<file path="src/rtl/bcd_key_entry_pkg.sv">
// Shared types and constants for the push-button BCD entry block.
package bcd_key_entry_pkg;

  typedef enum logic [1:0] {
    EDIT_LO = 2'd0,
    EDIT_HI = 2'd1,
    COMMIT  = 2'd2
  } state_t;

  localparam int unsigned BCD_W = 4;
  localparam int unsigned BIN_W = 7;
  localparam logic [BCD_W-1:0] DIGIT_MAX = 4'd9;

  function automatic logic [BCD_W-1:0] inc_digit(input logic [BCD_W-1:0] d);
    return (d == DIGIT_MAX) ? '0 : d + 4'd1;
  endfunction

  function automatic logic [BIN_W-1:0] bcd_to_bin(input logic [BCD_W-1:0] tens,
                                                  input logic [BCD_W-1:0] units);
    return 7'(tens) * 7'd10 + 7'(units);
  endfunction

endpackage

</file>
<file path="src/rtl/bcd_key_entry_debounce.sv">
// Per-key 2-FF synchroniser, hold-time debounce and press-edge pulse.
module key_debounce #(
  parameter int unsigned DB_CNT = 50000
) (
  input  logic CP,
  input  logic CLR_,
  input  logic i_key,
  output logic o_press
);
  localparam logic [15:0] CNT_LAST = 16'(DB_CNT - 1);

  logic        r_sync0, r_sync1, r_stable, r_press, r_armed;
  logic [1:0]  r_warm;
  logic [15:0] r_cnt;

  // Presses are only reported once the key has been seen released after reset,
  // so a key held through reset release stays silent until pressed again.
  always_ff @(posedge CP or negedge CLR_) begin
    if (!CLR_) begin
      r_sync0  <= 1'b1;
      r_sync1  <= 1'b1;
      r_stable <= 1'b1;
      r_press  <= 1'b0;
      r_armed  <= 1'b0;
      r_warm   <= '0;
      r_cnt    <= '0;
    end else begin
      r_sync0 <= i_key;
      r_sync1 <= r_sync0;
      r_warm  <= {r_warm[0], 1'b1};
      r_press <= 1'b0;
      if (r_warm[1] && r_stable && r_sync1) r_armed <= 1'b1;
      if (r_sync1 == r_stable) begin
        r_cnt <= '0;
      end else if (r_cnt == CNT_LAST) begin
        r_cnt    <= '0;
        r_stable <= r_sync1;
        r_press  <= r_armed & ~r_sync1;
      end else begin
        r_cnt <= r_cnt + 16'd1;
      end
    end
  end

  assign o_press = r_press;
endmodule

</file>
<file path="src/rtl/bcd_key_entry.sv">
// Two-digit BCD editor driven by three debounced keys; commits a clamped binary value.
module bcd_key_entry
  import bcd_key_entry_pkg::*;
#(
  parameter int unsigned DB_CNT  = 50000,
  parameter int unsigned MAX_VAL = 99
) (
  input  logic             CP,
  input  logic             CLR_,
  input  logic [2:0]       KEY,
  output logic [BCD_W-1:0] BCD0,
  output logic [BCD_W-1:0] BCD1,
  output logic             SEL,
  output logic [BIN_W-1:0] Bin,
  output logic             VALID,
  output logic             ERR
);
  localparam logic [BIN_W-1:0] MAX_BIN = 7'(MAX_VAL);

  logic [2:0]       w_press;
  logic [BIN_W-1:0] w_val;
  logic             w_over;

  state_t           r_state;
  logic [BCD_W-1:0] r_bcd0, r_bcd1;
  logic [BIN_W-1:0] r_bin;
  logic             r_sel, r_valid, r_err;

  for (genvar g = 0; g < 3; g++) begin : g_key
    key_debounce #(.DB_CNT(DB_CNT)) u_db (
      .CP     (CP),
      .CLR_   (CLR_),
      .i_key  (KEY[g]),
      .o_press(w_press[g])
    );
  end

  assign w_val  = bcd_to_bin(r_bcd1, r_bcd0);
  assign w_over = (w_val > MAX_BIN);

  // Event priority: enter (2) over select (1) over increment (0).
  always_ff @(posedge CP or negedge CLR_) begin
    if (!CLR_) begin
      r_state <= EDIT_LO;
      r_bcd0  <= '0;
      r_bcd1  <= '0;
      r_bin   <= '0;
      r_sel   <= 1'b0;
      r_valid <= 1'b0;
      r_err   <= 1'b0;
    end else begin
      r_valid <= 1'b0;
      case (r_state)
        EDIT_LO, EDIT_HI: begin
          if (w_press[2]) begin
            r_state <= COMMIT;
            r_sel   <= 1'b0;
          end else if (w_press[1]) begin
            r_state <= (r_state == EDIT_LO) ? EDIT_HI : EDIT_LO;
            r_sel   <= (r_state == EDIT_LO);
          end else if (w_press[0]) begin
            if (r_state == EDIT_HI) r_bcd1 <= inc_digit(r_bcd1);
            else                    r_bcd0 <= inc_digit(r_bcd0);
          end
        end
        COMMIT: begin
          r_bin   <= w_over ? MAX_BIN : w_val;
          r_err   <= w_over;
          r_valid <= 1'b1;
          r_sel   <= 1'b0;
          r_state <= EDIT_LO;
        end
        default: begin
          r_state <= EDIT_LO;
          r_sel   <= 1'b0;
        end
      endcase
    end
  end

  assign BCD0  = r_bcd0;
  assign BCD1  = r_bcd1;
  assign SEL   = r_sel;
  assign Bin   = r_bin;
  assign VALID = r_valid;
  assign ERR   = r_err;
endmodule

</file>
<file path="config.mk">
export PLATFORM = sky130hd
export DESIGN_NAME = bcd_key_entry
export DESIGN_NICKNAME = d
export VERILOG_FILES = /design/src/rtl/bcd_key_entry_pkg.sv /design/src/rtl/bcd_key_entry_debounce.sv /design/src/rtl/bcd_key_entry.sv
export SDC_FILE = /design/constraint.sdc
export NUM_CORES = 1
export LEC_CHECK = 0
export CORE_AREA = 2 2 107 109
export DETAILED_ROUTE_END_ITERATION = 16
export DIE_AREA = 0 0 109 111
export PLACE_DENSITY_LB_ADDON = 0.3
export SYNTH_ARGS = -nofsm -noshare
export SYNTH_HDL_FRONTEND = slang
export SYNTH_SLANG_ARGS = --single-unit
</file>
<file path="constraint.sdc">
create_clock -name CP -period 6.85 [get_ports CP]
set_input_delay 0.685 -clock CP [delete_from_list [all_inputs] [get_ports CP]]
set_output_delay 0.685 -clock CP [all_outputs]
set_load 0.1 [all_outputs]
</file>
==> impl_metrics.ini, run 1 <==
[routing]
num_vias = 2693
detail-route-antenna-nets = 0
first_pass_iters = 4
drc_errors = 0
wirelength_um = 6780
initialDrtViolationCount = 154
via_per_inst = 4.84
wl_per_cell_um = 12.2

[sta]
finClkSkew_ps = 7.37
maxSlewHeadroom_pct = 30.9
fmax_ghz = 0.330
finalSetupViolCount = 0
min_period_ps = 3030
whs_ps = 348
maxSlewViolCount = 0
final.period_utilization_pct = 44.3
fin_tns_setup_ps = 0
worst_pin_slew_ps = 1040
hold_violations = 0
rsz0062_at_grt = no

[yosys]
synth_area_leaders = dfrtp_1 (47%), xnor2_1 (7.5%), dfstp_2 (6.0%)
synth_edf_count = 0
yosys.area.top_type = dfrtp_1
syn-num-nets = 397
synth_top_area_share_pct = 47.4
synth-seq-area-share_pct = 53.4
async_flop_share_pct = 100
synth_seq_cells = 84
ys_types = 43
synth_warnings = 0
synthTopCellsByCount = dfrtp_1 (75), nor2_1 (62), xnor2_1 (34), nand2_1 (32), xor2_1 (21)
syn_avg_cell_area_um2 = 10.4
yosysMostFrequentCell = dfrtp_1
synthCells = 380
synth_ff_type = dfrtp_1
netlist_area_um2 = 3960

[clocking]
clockBufferDepth = 2
post-cts-setup-buffers = 0
insertion_delay_ps = 330
cts_resized = 0
cts_max_level = 3
root_buffer = clkbuf_16
cts_hold_buf = 0
cts_tree = yes
cts.sinks = 84
numCtsBuffers = 9
path_clk_slew_ps = 70

[global_route]
grt_pass1_wl_um = 11800
grtUsageTotal_pct = 12.4
grt_max_degree = 85
overflow = 0
first_global_vias = 2589
antenna_found_initial = 0

[worst_setup_path]
cp.arrival_ps = 3290
crit_path_end_kind = flip-flop
crit_type = reg -> reg
path_max_fanout = 7
required_ps = 7110
startpoint_type = flip-flop

[final_layout]
final_core_util_pct = 41.9
fin_nets = 425
drive_gt1_share_pct = 8.72
multi_input_comb_area_um2 = 1760
regArea_um2 = 2110
fillers = 1081
design_area_um2 = 4640
diodes = 0
area_growth_pct = 17.1

[placed_design]
routabilityCongestion = 0.767
io_buffers = 22
dp_hpwl_um = 4590
place_area_um2 = 4330

[power]
p_sw_share_pct = 21.6
power_frac_comb_pct = 2.3
leakagePower_uw = 0.00196
p_switching_uw = 222
powerDensity_nw_per_um2 = 222
finalPower_uw = 1030
p_int_uw = 806
ir_drop_mv = 0.114
pwr-share-seq_pct = 49.6
clockPowerShare_pct = 48.1

[run]
maxCapViolCount = 0

[outcome]
status = finished clean

[die]
io_pins = 23
die_w_um = 109
die_y_um = 111
rows = 39
coreArea_um2 = 11100
dieArea_um2 = 12100
initial_core_util_pct = 35.8

[worst_hold_path]
hold_class = reg -> reg
[kinds of logic after synthesis]
group | synth area share (%)
compound gates | 5.59
xor+xnor | 12.7
fa+ha+maj | 4.17
buf+inv | 2.18
flops | 53.4
mux | 1.39
other cells | 0.0947
simple gates | 20.5
[cells in the final DEF (no fill, tap or decap), types with 13 or more instances in the layout]
master,count
clkdlybuf4s50_1,21
dfrtp_1,75
inv_1,15
nand2_1,32
nand3_1,19
nand4_1,13
nor2_1,62
nor3_1,18
xnor2_1,34
xor2_1,21
[path summary, 6_finish.rpt]
path / start / to / slack, ps / cells past startpoint
worst max-delay path: BCD1[3] / ERR / 3820 / 9
worst min-delay path: g_key[2].u_db.r_warm[0] / g_key[0].u_db.r_warm[1] / 350 / 0
worst max register to register: BCD1[3] / ERR / 3820 / 9
worst min register to register: g_key[2].u_db.r_warm[0] / g_key[0].u_db.r_warm[1] / 350 / 0
max in group asynchronous: CLR_ / g_key[0].u_db.r_cnt[12] / 5650 / 1
min in group asynchronous: CLR_ / g_key[1].u_db.r_cnt[11] / 520 / 1
[worst max-delay path, cell delays in order, from the launching register on]
cell and delay, ps:
dfrtp_1 480, ha_1 320, ha_1 130, inv_1 50, fa_1 580, xnor3_1 420
a211o_1 310, a2111oi_4 390, nand2_2 110, a31oi_1 170
[metrics by stage]
stage               cells  setup slack [ps]
finish                556              3820
global placement      540              3850
detailed placement    540              3810
global route          556              3670
floorplan             380              3380
CTS                   556              3800
[layer usage]
metal | up-vias | wire (um) | GRT usage [%] | part of all wire, %
met2 | 30 | 3130 | 18.5 | 46
met5 | - | 0 | 0 | 0
li1 | 1347 | - | - | -
met4 | 0 | 119 | 5.90 | 1.8
met3 | 8 | 223 | 3.59 | 3.3
met1 | 1308 | 3310 | 16.3 | 49
[area by class of cell]
class	instances	share of cell area, %
tap	143	3.86
sequential	84	45.6
clock inverter	6	1.54
timing repair buffer	22	4.70
inverter	15	1.21
clock buffer	10	5.15
multi-input combinational	276	38.0
[state kept, by name, summed over array words and instances, names as in the netlist, 2 cells and up]
| signal | count |
|---|---|
| g_key.u_db.r_cnt | 48 |
| Bin | 7 |
| BCD0 | 4 |
| BCD1 | 4 |
| g_key.u_db.o_press | 3 |
| g_key.u_db.r_armed | 3 |
| g_key.u_db.r_stable | 3 |
| g_key.u_db.r_sync0 | 3 |
| g_key.u_db.r_sync1 | 3 |
| g_key.u_db.r_warm | 2 |
[power groups by stage]
stage	logic, uW	registers [uW]	clock network [uW]
finish	23.4	510	494
global route	28.0	511	536
CTS	24.6	510	510
detailed placement	24.6	519	0
global placement	24.0	519	0
floorplan	10.2	518	0
(Power assumes the default switching activity.)
==> inputs of run 2 (changes only) <==
- clock period: 6.85 -> 2.75 ns (I/O delays scaled with it)
==> impl_metrics.ini, run 2 (synthesized netlist as in run 1, its figures left out) <==
[final_layout]
area_growth_pct = 18.1
final_cells = 564
fillers = 1063
diodes = 0
multi_input_comb_area_um2 = 1790
drive_gt1_share_pct = 16.2
largest-register = g_key.u_db.r_cnt
regArea_um2 = 2130
largest_reg_flops = 48
layout_commonest_cell = dfrtp_1
final_cell_mix = dfrtp_1 (71), nor2_1 (62), xnor2_1 (34)
fin_nets = 433

[sta]
maxSlewHeadroom_pct = 53.5
finClkSkew_ps = 8.26
worst_pin_slew_ps = 688
finalSetupViolCount = 0
fmax_ghz = 0.368
final.period_utilization_pct = 98.9
hold_violations = 0
fin_ws_ps = 31.6
maxSlewViolCount = 0
min_period_ps = 2720
rsz0062_at_grt = yes

[power]
ir_drop_mv = 0.220
leakagePower_uw = 0.00201
powerDensity_nw_per_um2 = 522

[worst_setup_path]
startpoint_type = flip-flop
required_ps = 3000
cp.arrival_ps = 2970
path_max_fanout = 3
crit_path_frequent_cell = ha_4
crit_chain = ha_4 > ha_4 > inv_2 > fa_2 > xnor3_1 > a211o_1 > a2111oi_4 > nand2_2 > a31oi_1
cp_slowest_cell = fa_2
critPathMaxStageDelay_ps = 540
crit_path_end_kind = flip-flop
crit_type = reg -> reg
r2r_slack_ps = 30

[global_route]
grt_pass1_wl_um = 12500
overflow = 0
use_met1_pct = 17.1
grt_util_met3_pct = 3.12
first_global_vias = 2741
grtUsageTotal_pct = 12.9
grtUsageMet2_pct = 20.0
grt_max_degree = 48
busiest_layer = met2
antenna_found_initial = 0

[placed_design]
routabilityCongestion = 0.798
dpl.cell_count = 545
post-place-ws_ps = 52.8
dp_hpwl_um = 4910
io_buffers = 22

[routing]
initialDrtViolationCount = 154
num_vias = 2717
wl_per_cell_um = 12.3
first_pass_iters = 4
detail-route-antenna-nets = 0
via_per_inst = 4.82
wirelength_um = 6930
drc_errors = 0

[clocking]
path_clk_slew_ps = 60
clockBufferDepth = 2
cts_tree = yes
root_buffer = clkbuf_16
insertion_delay_ps = 340
numCtsBuffers = 9
cts.sinks = 84
cts_max_level = 3

[die]
coreArea_um2 = 11100
die_w_um = 109
die_y_um = 111
io_pins = 23
dieArea_um2 = 12100
rows = 39
initial_core_util_pct = 35.8

[outcome]
status = finished clean

[worst_hold_path]
hold_class = in -> reg

[run]
maxCapViolCount = 0
run 2: cell count changes in the layout (fill, tap and decap cells not counted), moves of 4 or more:
cell             previous run  this run
buf_4                       1        25
clkdlybuf4s50_1            21         3
dfrtp_1                    75        71
dfrtp_4                     0         4
run 2: stage by stage:
| stage | util, % | hold WS [ps] | TNS, ps | cell area, um2 | power [uW] |
|---|---|---|---|---|---|
| global route | 42.2 | 335 | -142 | 4680 | 2540 |
| global placement | 39.5 | 329 | 0 | 4370 | 1360 |
| CTS | 42.0 | 338 | 0 | 4650 | 2470 |
| finish | 42.2 | 346 | 0 | 4680 | 2440 |
| detailed placement | 39.5 | 336 | 0 | 4370 | 1360 |
| floorplan | - | -20.6 | -79.2 | 4000 | 1320 |
run 2: power breakdown:
group | switching (uW) | internal [uW] | leakage [uW]
Sequential | 14.6 | 1260 | 0.00112
Clock | 471 | 634 | 0.000129
Combinational | 43.1 | 20.0 | 0.000763
run 2: final timing paths:
check	startpoint	endpoint	cells after the start
min in group asynchronous	CLR_	g_key[1].u_db.r_cnt[0]	2
setup / recovery	BCD1[1]	Bin[1]	9
hold / removal	KEY[0]	g_key[0].u_db.r_sync0	1
setup reg to reg	BCD1[1]	Bin[1]	9
max in group asynchronous	CLR_	g_key[1].u_db.r_cnt[2]	3
hold reg to reg	g_key[2].u_db.r_sync0	g_key[2].u_db.r_sync1	0
run 2: area by class of cell:
| cell class | instances | area share (%) |
|---|---|---|
| Sequential cell | 84 | 45.5 |
| Clock buffer | 12 | 5.27 |
| Clock inverter | 4 | 0.535 |
| Tap cell | 143 | 3.83 |
| Timing Repair Buffer | 30 | 5.30 |
| Inverter | 15 | 1.20 |
| Multi-Input combinational cell | 276 | 38.3 |
run 2: critical path, delay by kind of cell (launching register included):
family          cells  cell delay, ps
simple gates        1             100
compound gates      3             860
xor+xnor            1             210
flops               1             490
fa+ha+maj           3             940
buf+inv             1              30
run 2: what timing repair did:
item | 4_1_cts | 5_1_grt
buffers inserted | 0 | 2
resized for setup | 0 | 2
endpoints found under the setup margin | 0 | 3
hold buffers | 1 | 0
endpoints found under the hold margin | 37 | 0
run 2: per-layer routing:
| layer | wire length (um) | vias to the layer above |
|---|---|---|
| li1 | - | 1370 |
| met1 | 3270 | 1307 |
| met2 | 3270 | 30 |
| met3 | 248 | 10 |
| met4 | 146 | 0 |
| met5 | 0 | - |
==> inputs of run 3 (changes only) <==
- CORE_AREA: 2 2 107 109 -> 2 2 114 116
- DIE_AREA: 0 0 109 111 -> 0 0 116 118
- SYNTH_HIERARCHICAL: unset -> 1
==> impl_metrics.ini, run 3 <==
[worst_setup_path]
required_ps = 3000
critPathMaxStageDelay_ps = 470
startpoint = BCD1[1]
cp_slowest_cell = dfrtp_2
r2r_cells = 9
crit_path_end_kind = flip-flop
crit_chain = ha_1 > ha_1 > inv_1 > fa_1 > nand2b_1 > a21oi_1 > xnor2_1 > nor3_2 > nor3_1
crit_type = reg -> reg
r2r_slack_ps = 320
path_max_fanout = 8
startpoint_type = flip-flop
r2r-end = Bin[3]
cp.arrival_ps = 2680
crit_path_end = Bin[3]
crit_path_frequent_cell = ha_1
worstReg2RegStart = BCD1[1]

[final_layout]
fin_nets = 437
drive_gt1_share_pct = 26.4
final_cell_mix = dfrtp_1 (77), xnor2_1 (34), nor2_2 (33)
area_growth_pct = 13.5
largest_reg_flops = 48
final_core_util_pct = 41.3
largest-register = g_key.u_db/r_cnt
diodes = 0
layout_commonest_cell = dfrtp_1

[placed_design]
routabilityCongestion = 0.796
post-place-ws_ps = 339
dp_hpwl_um = 5220
io_buffers = 22

[yosys]
ys_types = 44
syn-num-nets = 418
async_flop_share_pct = 100
synth_warnings = 6
synth_top_area_share_pct = 43.8
synth_area_leaders = dfrtp_1 (44%), xnor2_1 (6.6%), dfstp_2 (5.2%)
synth_edf_count = 0
synth_seq_cells = 88
syn_avg_cell_area_um2 = 11.3
synthCells = 401
synthTopCellsByCount = dfrtp_1 (79), xnor2_1 (34), nor2_2 (33), nor2_1 (29), xor2_1 (21)
yosys.area.top_type = dfrtp_1
synth_ff_type = dfrtp_1
synth-seq-area-share_pct = 49.0
yosysMostFrequentCell = dfrtp_1
netlist_area_um2 = 4510

[power]
powerDensity_nw_per_um2 = 535
pwr-share-seq_pct = 48.7
leakagePower_uw = 0.00213
finalPower_uw = 2740
power_frac_comb_pct = 2.6
p_int_uw = 2160
ir_drop_mv = 0.343
clockPowerShare_pct = 48.7
p_switching_uw = 577
p_sw_share_pct = 21.1

[outcome]
status = finished clean

[routing]
wl_per_cell_um = 12.7
initialDrtViolationCount = 168
num_vias = 2906
via_per_inst = 4.87
first_pass_iters = 4
drc_errors = 0
wirelength_um = 7580
detail-route-antenna-nets = 0

[clocking]
numCtsBuffers = 9
cts_tree = yes
cts.sinks = 88
post-cts-setup-buffers = 0
cts_max_level = 3
path_clk_slew_ps = 70
root_buffer = clkbuf_16
clockBufferDepth = 2
cts_resized = 0
insertion_delay_ps = 330
cts_hold_buf = 1

[die]
rows = 41
die_y_um = 118
dieArea_um2 = 13700
io_pins = 23
initial_core_util_pct = 36.4
die_w_um = 116
coreArea_um2 = 12400

[global_route]
grtUsageTotal_pct = 12.4
grt_max_degree = 53
grt_pass1_wl_um = 13600
first_global_vias = 2910
overflow = 0
antenna_found_initial = 0

[sta]
rsz0062_at_grt = no
fin_tns_setup_ps = 0
min_period_ps = 2430
hold_violations = 0
finClkSkew_ps = 4.08
fin_ws_ps = 322
maxSlewViolCount = 0
final.period_utilization_pct = 88.3
fmax_ghz = 0.412
finalSetupViolCount = 0

[run]
maxCapViolCount = 0

[worst_hold_path]
hold_class = in -> reg
## run 3: logic make-up (layout without fill, tap and decap cells)
group           after synthesis  count (layout)  share of synthesized area [%]
compound gates               25              25                           3.63
xor+xnor                     55              55                           10.7
fa+ha+maj                    12              12                           3.66
buf+inv                      27              51                           4.08
flops                        88              88                           49.0
mux                           5               5                           1.55
other cells                   3               3                          0.249
simple gates                186             186                           27.1
## run 3: area by class of cell
type | count | area (um2)
fill | 1225 | 7290
sequential | 88 | 2220
multi-input combinational | 286 | 2120
clock buffer | 10 | 239
tap | 172 | 215
timing repair buffer | 24 | 203
clock inverter | 6 | 92.6
inverter | 11 | 41.3
## run 3: critical path: cells and delay by family, from the launching register on
kind | cells | cell delay, ps
fa+ha+maj | 3 | 950
simple gates | 3 | 480
flops | 1 | 470
compound gates | 1 | 190
xor+xnor | 1 | 180
buf+inv | 1 | 70
## run 3: worst min path at each step
| stage | start | end | slack (ps) | cells after the start |
|---|---|---|---|---|
| after floorplan | CLR_ | BCD0[0] | -20 | 0 |
| after global placement | CLR_ | g_key[1].u_db/r_cnt[9] | 270 | 1 |
| after detailed placement | CLR_ | g_key[1].u_db/r_cnt[9] | 280 | 1 |
| after CTS | KEY[2] | g_key[2].u_db/r_sync0 | 330 | 1 |
| after global routing | KEY[1] | g_key[1].u_db/r_sync0 | 340 | 1 |
| final | KEY[2] | g_key[2].u_db/r_sync0 | 350 | 1 |
## run 3: per-stage QoR
stage / cell area [um2] / hold slack [ps] / instances
after detailed placement: 4780 / 278 / 580
after global routing: 5120 / 341 / 597
after global placement: 4780 / 269 / 580
after CTS: 5120 / 334 / 597
final: 5120 / 346 / 597
after floorplan: 4520 / -20.6 / 401
## run 3: power groups by stage
stage	Sequential (uW)	Combinational [uW]	Clock, uW
after floorplan	1350	40.7	0
after global placement	1360	71.7	0
after detailed placement	1360	71.8	0
after CTS	1330	74.2	1380
after global routing	1340	84.0	1440
final	1330	71.2	1340
## run 3: layer usage
| metal | routed length (um) | share of wire [%] | GRT usage (%) | up-vias |
|---|---|---|---|---|
| li1 | - | - | - | 1417 |
| met1 | 3750 | 49 | 17.0 | 1437 |
| met2 | 3520 | 46 | 18.6 | 42 |
| met3 | 191 | 2.5 | 2.73 | 10 |
| met4 | 128 | 1.7 | 5.73 | 0 |
| met5 | 0 | 0 | 0 | - |
